<file path="config.mk">
export PLATFORM = sky130hd
export DESIGN_NAME = csel_pipe_adder
export DESIGN_NICKNAME = d
export VERILOG_FILES = /design/src/rtl/csel_pkg.sv /design/src/rtl/csel_block.sv /design/src/rtl/csel_pipe_adder.sv
export SDC_FILE = /design/constraint.sdc
export NUM_CORES = 1
export LEC_CHECK = 0
export ABC_CLOCK_PERIOD_IN_PS = 31500
export BUFFER_PORTS_ARGS = -buffer_cell sky130_fd_sc_hd__buf_2
export CAP_MARGIN = 10
export CORE_MARGIN = 2
export CORE_UTILIZATION = 55
export CTS_BUF_LIST = sky130_fd_sc_hd__clkbuf_8
export CTS_CLUSTER_DIAMETER = 50
export DETAILED_ROUTE_END_ITERATION = 8
export GPL_ROUTABILITY_DRIVEN = 0
export PLACE_DENSITY = 0.73
export SYNTH_ARGS = -nofsm -noshare
export SYNTH_HDL_FRONTEND = slang
export SYNTH_SLANG_ARGS = --single-unit
</file>
<file path="constraint.sdc">
create_clock -name clk -period 31.5 [get_ports clk]
set_input_delay 6.3 -clock clk [delete_from_list [all_inputs] [get_ports clk]]
set_output_delay 6.3 -clock clk [all_outputs]
set_load 0.01 [all_outputs]
</file>
<file path="src/rtl/csel_pkg.sv">
// Shared definitions for the pipelined carry-select adder.
//   OP_ADD / OP_SUB : encoding of the in_sub operation select
//   SLICE / NBLK    : slice and block counts for the default 32/4/4 configuration
//   cfg_ok()        : true when WIDTH splits evenly into STAGES slices of whole BLOCKs
package csel_pkg;

    localparam logic OP_ADD = 1'b0;
    localparam logic OP_SUB = 1'b1;

    localparam int WIDTH_DEF  = 32;
    localparam int BLOCK_DEF  = 4;
    localparam int STAGES_DEF = 4;

    localparam int SLICE = WIDTH_DEF / STAGES_DEF;
    localparam int NBLK  = SLICE / BLOCK_DEF;

    function automatic bit cfg_ok(input int width, input int stages, input int block);
        return (stages > 0) && (block > 0) && ((width % (stages * block)) == 0);
    endfunction

endpackage

</file>
<file path="src/rtl/csel_block.sv">
// One carry-select block: two BLOCK-bit ripple adders evaluated with carry-in 0
// and carry-in 1; the real carry-in then picks the sum and the carry-out.
//   a, b : block operands
//   cin  : actual carry into the block
//   sum  : selected block sum
//   cout : selected block carry-out
module csel_block #(
    parameter int BLOCK = 4
) (
    input  logic [BLOCK-1:0] a,
    input  logic [BLOCK-1:0] b,
    input  logic             cin,
    output logic [BLOCK-1:0] sum,
    output logic             cout
);

    logic [BLOCK-1:0] s0;
    logic [BLOCK-1:0] s1;
    logic             c0;
    logic             c1;

    always_comb begin
        s0 = '0;
        s1 = '0;
        c0 = 1'b0;
        c1 = 1'b1;
        for (int i = 0; i < BLOCK; i++) begin
            s0[i] = a[i] ^ b[i] ^ c0;
            c0    = (a[i] & b[i]) | (c0 & (a[i] ^ b[i]));
            s1[i] = a[i] ^ b[i] ^ c1;
            c1    = (a[i] & b[i]) | (c1 & (a[i] ^ b[i]));
        end
    end

    // c0 implies c1, so c1 only matters when the real carry-in is 1.
    assign sum  = cin ? s1 : s0;
    assign cout = (c1 & cin) | c0;

endmodule

</file>
<file path="src/rtl/csel_pipe_adder.sv">
// Pipelined carry-select adder/subtractor with valid/ready handshakes.
//   clk, rst_n                    : clock, async active-low reset
//   in_valid/in_ready             : operand handshake
//   in_a, in_b, in_cin, in_sub    : operands, carry-in (ADD only), 1 = subtract
//   out_valid/out_ready           : result handshake
//   out_sum, out_cout             : result and MSB carry (SUB: 1 = no borrow)
//   out_ovf, out_zero             : signed overflow, result == 0
// Bank k registers feed slice k; the whole pipe advances together, so a stalled
// output freezes every stage and no bubble is squeezed out.
module csel_pipe_adder
    import csel_pkg::*;
#(
    parameter int WIDTH  = 32,
    parameter int BLOCK  = 4,
    parameter int STAGES = 4
) (
    input  logic             clk,
    input  logic             rst_n,
    input  logic             in_valid,
    output logic             in_ready,
    input  logic [WIDTH-1:0] in_a,
    input  logic [WIDTH-1:0] in_b,
    input  logic             in_cin,
    input  logic             in_sub,
    output logic             out_valid,
    input  logic             out_ready,
    output logic [WIDTH-1:0] out_sum,
    output logic             out_cout,
    output logic             out_ovf,
    output logic             out_zero
);

    localparam int SLICE_W = WIDTH / STAGES;
    localparam int NBLK_N  = SLICE_W / BLOCK;
    localparam int LAST    = STAGES - 1;

    if (!cfg_ok(WIDTH, STAGES, BLOCK)) begin : g_cfg_err
        $error("csel_pipe_adder: WIDTH must be divisible by STAGES*BLOCK");
    end

    logic adv;

    logic             out_valid_d, out_valid_q;
    logic [WIDTH-1:0] out_sum_d, out_sum_q;
    logic             out_cout_d, out_cout_q;
    logic             out_ovf_d, out_ovf_q;
    logic             out_zero_d, out_zero_q;

    assign adv      = !out_valid_q || out_ready;
    assign in_ready = adv;

    for (genvar k = 0; k < STAGES; k++) begin : g_stg
        // a/b hold only the operand bits not yet consumed (bit 0 = absolute k*SLICE_W).
        // cs holds the finished lower sum bits with the pending carry on top.
        localparam int AW = WIDTH - k * SLICE_W;
        localparam int CW = k * SLICE_W + 1;

        logic [AW-1:0]         a_d, a_q;
        logic [AW-1:0]         b_d, b_q;
        logic [CW-1:0]         cs_d, cs_q;
        logic                  v_d, v_q;
        logic [NBLK_N:0]       carry;
        logic [SLICE_W-1:0]    slice_sum;
        logic [CW+SLICE_W-1:0] cs_nx;

        if (k == 0) begin : g_entry
            always_comb begin
                a_d  = in_a;
                b_d  = (in_sub == OP_SUB) ? ~in_b : in_b;
                cs_d = (in_sub == OP_SUB) ? 1'b1 : in_cin;
                v_d  = in_valid;
            end
        end else begin : g_skew
            always_comb begin
                a_d  = g_stg[k-1].a_q[AW+SLICE_W-1:SLICE_W];
                b_d  = g_stg[k-1].b_q[AW+SLICE_W-1:SLICE_W];
                cs_d = g_stg[k-1].cs_nx;
                v_d  = g_stg[k-1].v_q;
            end
        end

        always_ff @(posedge clk) begin
            if (adv) begin
                a_q  <= a_d;
                b_q  <= b_d;
                cs_q <= cs_d;
            end
        end

        always_ff @(posedge clk or negedge rst_n) begin
            if (!rst_n) begin
                v_q <= 1'b0;
            end else if (adv) begin
                v_q <= v_d;
            end
        end

        assign carry[0] = cs_q[CW-1];

        for (genvar j = 0; j < NBLK_N; j++) begin : g_blk
            csel_block #(
                .BLOCK(BLOCK)
            ) u_blk (
                .a   (a_q[j*BLOCK +: BLOCK]),
                .b   (b_q[j*BLOCK +: BLOCK]),
                .cin (carry[j]),
                .sum (slice_sum[j*BLOCK +: BLOCK]),
                .cout(carry[j+1])
            );
        end

        always_comb begin
            cs_nx = '0;
            for (int i = 0; i < CW - 1; i++) begin
                cs_nx[i] = cs_q[i];
            end
            cs_nx[CW-1 +: SLICE_W] = slice_sum;
            cs_nx[CW+SLICE_W-1]    = carry[NBLK_N];
        end
    end

    // Carry into the MSB is recovered as a^b^sum at that bit.
    always_comb begin
        out_sum_d   = g_stg[LAST].cs_nx[WIDTH-1:0];
        out_cout_d  = g_stg[LAST].cs_nx[WIDTH];
        out_ovf_d   = g_stg[LAST].a_q[SLICE_W-1] ^ g_stg[LAST].b_q[SLICE_W-1]
                    ^ out_sum_d[WIDTH-1] ^ out_cout_d;
        out_zero_d  = ~|out_sum_d;
        out_valid_d = g_stg[LAST].v_q;
    end

    always_ff @(posedge clk or negedge rst_n) begin
        if (!rst_n) begin
            out_valid_q <= 1'b0;
            out_sum_q   <= '0;
            out_cout_q  <= 1'b0;
            out_ovf_q   <= 1'b0;
            out_zero_q  <= 1'b0;
        end else if (adv) begin
            out_valid_q <= out_valid_d;
            out_sum_q   <= out_sum_d;
            out_cout_q  <= out_cout_d;
            out_ovf_q   <= out_ovf_d;
            out_zero_q  <= out_zero_d;
        end
    end

    assign out_valid = out_valid_q;
    assign out_sum   = out_sum_q;
    assign out_cout  = out_cout_q;
    assign out_ovf   = out_ovf_q;
    assign out_zero  = out_zero_q;

endmodule

</file>
After elaboration in Yosys (flattened, before gate mapping)

Cells that the tools add are included.

Output and inout bits: 37
Input bits: 70
Bits in registers: 252

Mux-type cells: 9
Bitwise gates (word level): 243
Reductions and logical operators: 4

Operators with widths:

| kind                | number |
|---|---|
| AND 1 bit           | 88 |
| XOR 1 bit           | 82 |
| bitwise OR 1 bit    | 64 |
| 2-to-1 mux 32 bit   | 1 |
| 2-to-1 mux 4 bit    | 8 |
| NOT 32 bit          | 1 |
| OR reduction 32 bit | 1 |
| NOT 1 bit           | 8 |
| logical NOT 1 bit   | 2 |
| logical OR 1 bit    | 1 |

Logic depth before layout (Yosys ltp)

Depth after elaboration: 13
Depth in mapped cells: 9
Depth with buffers taken out: 9

By module

Synthesis repeated with hierarchy kept, for this count alone.

Cell total of the unflattened synthesis: 545
Area total of the unflattened synthesis: 9928.3 um^2

By module, submodules not included:

| module                                   | area each (um^2) | cells an instance | instances |
|---|---|---|---|
| csel_pipe_adder                          | 8440.6           | 351               | 1 |
| csel_block (g_stg[1].g_blk[1].u_blk ...) | 186.4            | 25                | 5 |
| csel_block (g_stg[0].g_blk[0].u_blk ...) | 185.2            | 23                | 3 |

Worst setup path after synthesis

OpenSTA, ideal clock, no wires.

Path type: input to output
Start: input out_ready
End: output in_ready
Stages: 3
Path buffers: 1
Data arrival time: 12.453 ns
Path slack: 12.747 ns
Data required time: 25.200 ns
Path through: nor2b_1 > clkinv_1 > clkbuf_1

Longest elaborated chain between the ends: 1

RTL lines:

| element          | RTL line              | source |
|---|---|---|
| start, declared  | csel_pipe_adder.sv:26 | `input logic out_ready,` |
| logical OR 1 bit | csel_pipe_adder.sv:49 | `assign adv = !out_valid_q \|\| out_ready;` |
| end, declared    | csel_pipe_adder.sv:20 | `output logic in_ready,` |

Every way passes these cells.

Worst setup path after layout

Ends and elaborated chain as after synthesis.

==> out/metrics.yaml <==
status:
  outcome: "complete, no violations"
setup_path:
  critPathMaxStageDelay_ns: 0.69
  cp-endpoint: "in_ready"
  critPathArrivalTime_ns: 7.88
  cpMostUsedCell: "buf_2"
  worst-path-stages: 4
  cp_max_fo: 106
  cp.required_ns: 25.20
  end_kind: "output port"
  crit_buf_inv: 3
  crit_slowest_cell: "nor2b_4"
  crit_start: "out_ready"
  ff2ff_setup_slack_ns: 28.32
  worstReg2RegStart: "out_valid"
  critPathTopFamily: "buffers and inverters"
  crit_chain: "buf_2 -> nor2b_4 -> inv_8 -> buf_2"
  cp-start-kind: "input port"
  crit_type: "input port to output port"
  r2r_cells: 4
  rr_endpoint: "g_stg[0].a_q[25]"
detailed_routing:
  vias: 5029
  dr.pass1.iters: 4
  wl_per_cell_um: 13.70
  drc_errors: 0
  drt_iter0_drc: 262
  ant_nets: 0
  postRouteWirelength_um: 13870
  via_per_inst: 4.969
cts:
  cts_tree: "done"
  cts.sinks: 252
  numCtsBuffers: 39
  h-tree-depth: 2
  post-cts-setup-buffers: 0
  hold_buffers: 0
  clk_path_buf_depth: 3
  cts_resized: 0
  clockRootBuffer: "clkbuf_8"
  clk_pin_slew_worst_paths_ns: 0.06
  clk_latency_ns: 0.53
power_and_ir_drop:
  power.density_nw_per_um2: 101.1
  p_seq_share_pct: 50.9
  power_leakage_nw: 4.729
  swShare_pct: 30.40
  pwr-share-clk_pct: 22.1
  peakVddDrop_v: 0.00004783
  p_sw_mw: 0.3470
  combinationalPowerShare_pct: 27.0
  p_int_mw: 0.7945
floorplan:
  core_um2: 17300
  io_pins: 107
  start_util_pct: 56.37
  die_area_um2: 18810
  chipWidth_um: 137.1
  die_y_um: 137.1
  rows: 48
timing:
  fmax_mhz: 70.52
  fin_skew_ns: 0.02308
  drv_slew: 0
  fin_crit_ns: 14.18
  rsz0062_at_grt: "false"
  worst_pin_slew_ns: 0.9830
  tns_ns: 0
  period_share_pct: 45.02
  hold_viol_final: 0
  setup_viol: 0
  relSlewSlack_pct: 34.47
final_layout:
  area_delta_synth_final_pct: 15.76
  layout_commonest_cell: "edfxtp_1"
  layout_common_cells: "edfxtp_1 (212), buf_2 (106), nand2_1 (97)"
  diodes: 0
  fin_nets: 867
  finalCoreUtilization_pct: 65.25
  final_area_um2: 11290
  drive_above_1_share_pct: 21.60
  fin_cells: 1012
grt:
  grt_pass1_vias: 4856
  grt_pass1_wl_um: 22100
  grt_max_degree: 107
  grt_use_total_pct: 14.98
  antenna_found_initial: 0
  overflow: 0
min_path:
  min-delay-start: "g_stg[1].cs_q[1]"
  whs_path_depth: 0
  min_path_type: "flip-flop to flip-flop"
place:
  place_area_um2: 10540
  place_inst: 941
  io_buffers: 106
  hpwlAfterDp_um: 9238
yosys:
  synth_flop_cell: "edfxtp_1"
  synth_edf_count: 212
  ys_ff_latch: 252
  async_reset_ff_share_pct: 15.87
  yosys_warnings: 0
  synth.distinct_cells: 47
  syn_area_um2: 9749
  avgSynthCellArea_um2: 15.67
  syn_nets: 732
  syn_inst: 622
  ys_seq_area_share_pct: 75.56
flow_run:
  max-cap-violations: 0
==> layout make-up <==
type                       count  area (um^2)
fill                        1217         6011
timing repair buffer         108        545.5
sequential                   252         7367
tap                          225        281.5
multi-input combinational    328         2232
clock buffer                  41        564.3
clock inverter                30        182.7
inverter                      28        112.6
==> stage by stage <==
step           hold slack (ns)  setup WS (ns)  power [mW]
2_1_floorplan           0.4003          12.75      0.8180
3_3_place_gp            0.4011          17.38      0.8832
3_5_place_dp            0.4045          17.35      0.8975
4_1_cts                 0.4019          17.35       1.154
5_1_grt                 0.4173          17.18       1.217
6_report                0.3983          17.32       1.141
==> sequential cells by signal (all words and copies together), names as in the netlist <==
name	cells
g_stg.a_q	80
g_stg.cs_q	52
out_zero	1
out_valid	1
out_cout	1
out_sum	32
out_ovf	1
g_stg.v_q	4
g_stg.b_q	80
==> layer usage <==
| layer | part of all wire [%] | routed length (um) | GRT usage, % |
|---|---|---|---|
| met4 | 2.7 | 376 | 6.415 |
| met1 | 46 | 6329 | 20.59 |
| met2 | 45 | 6234 | 22.42 |
| met3 | 6.7 | 930 | 4.481 |
| met5 | 0 | 0 | 0 |
==> worst min path at each step <==
stage	end	slack (ns)
2_1_floorplan	g_stg[1].a_q[0]	0.40
3_3_place_gp	g_stg[1].a_q[8]	0.40
3_5_place_dp	g_stg[1].a_q[19]	0.40
4_1_cts	g_stg[2].cs_q[1]	0.40
5_1_grt	g_stg[2].b_q[7]	0.42
6_report	g_stg[2].cs_q[1]	0.40
==> worst register-to-register path: stages, from the launching register on <==
cell	delay (ns)
dfrtp_1	0.38
nor2b_4	0.25
inv_8	0.52
buf_4	0.87
buf_4	0.76
==> power groups by stage <==
stage | sequential, mW | combinational [mW] | clock, mW
detailed placement | 0.588 | 0.309 | 0
global placement | 0.583 | 0.300 | 0
floorplan | 0.599 | 0.219 | 0
finish | 0.581 | 0.308 | 0.253
global route | 0.595 | 0.348 | 0.275
CTS | 0.582 | 0.311 | 0.261
==> Yosys cell counts (2+ instances only) <==
cell type	n	area share (%)
a21o_1	7	0.54
a21oi_1	16	0.82
a31oi_1	5	0.32
a32oi_1	3	0.27
buf_1	4	0.15
clkbuf_1	10	0.39
dfrtp_1	40	10
edfxtp_1	212	65
ha_1	40	5.1
inv_1	27	1.0
mux2i_1	4	0.41
nand2_1	97	3.7
nand2b_1	3	0.19
nand3_1	2	0.10
nand4_1	3	0.19
nor2_1	25	0.96
nor2b_1	6	0.39
nor3_1	7	0.36
nor4_1	6	0.39
o211ai_1	4	0.31
o21a_1	5	0.39
o21ai_0	10	0.51
o21bai_1	2	0.15
o31ai_1	2	0.15
or2_2	2	0.13
xnor2_1	14	1.3
xor2_1	46	4.1
==> cell families after synthesis <==
kind of cell	count (synthesis)	share of synthesized area, %
compound gates	68	4.890
flops	252	75.56
mux	5	0.5647
fa+ha+maj	40	5.133
simple gates	154	6.674
buf+inv	42	1.617
xor+xnor	61	5.557
Power figures use the tool's default switching activity.
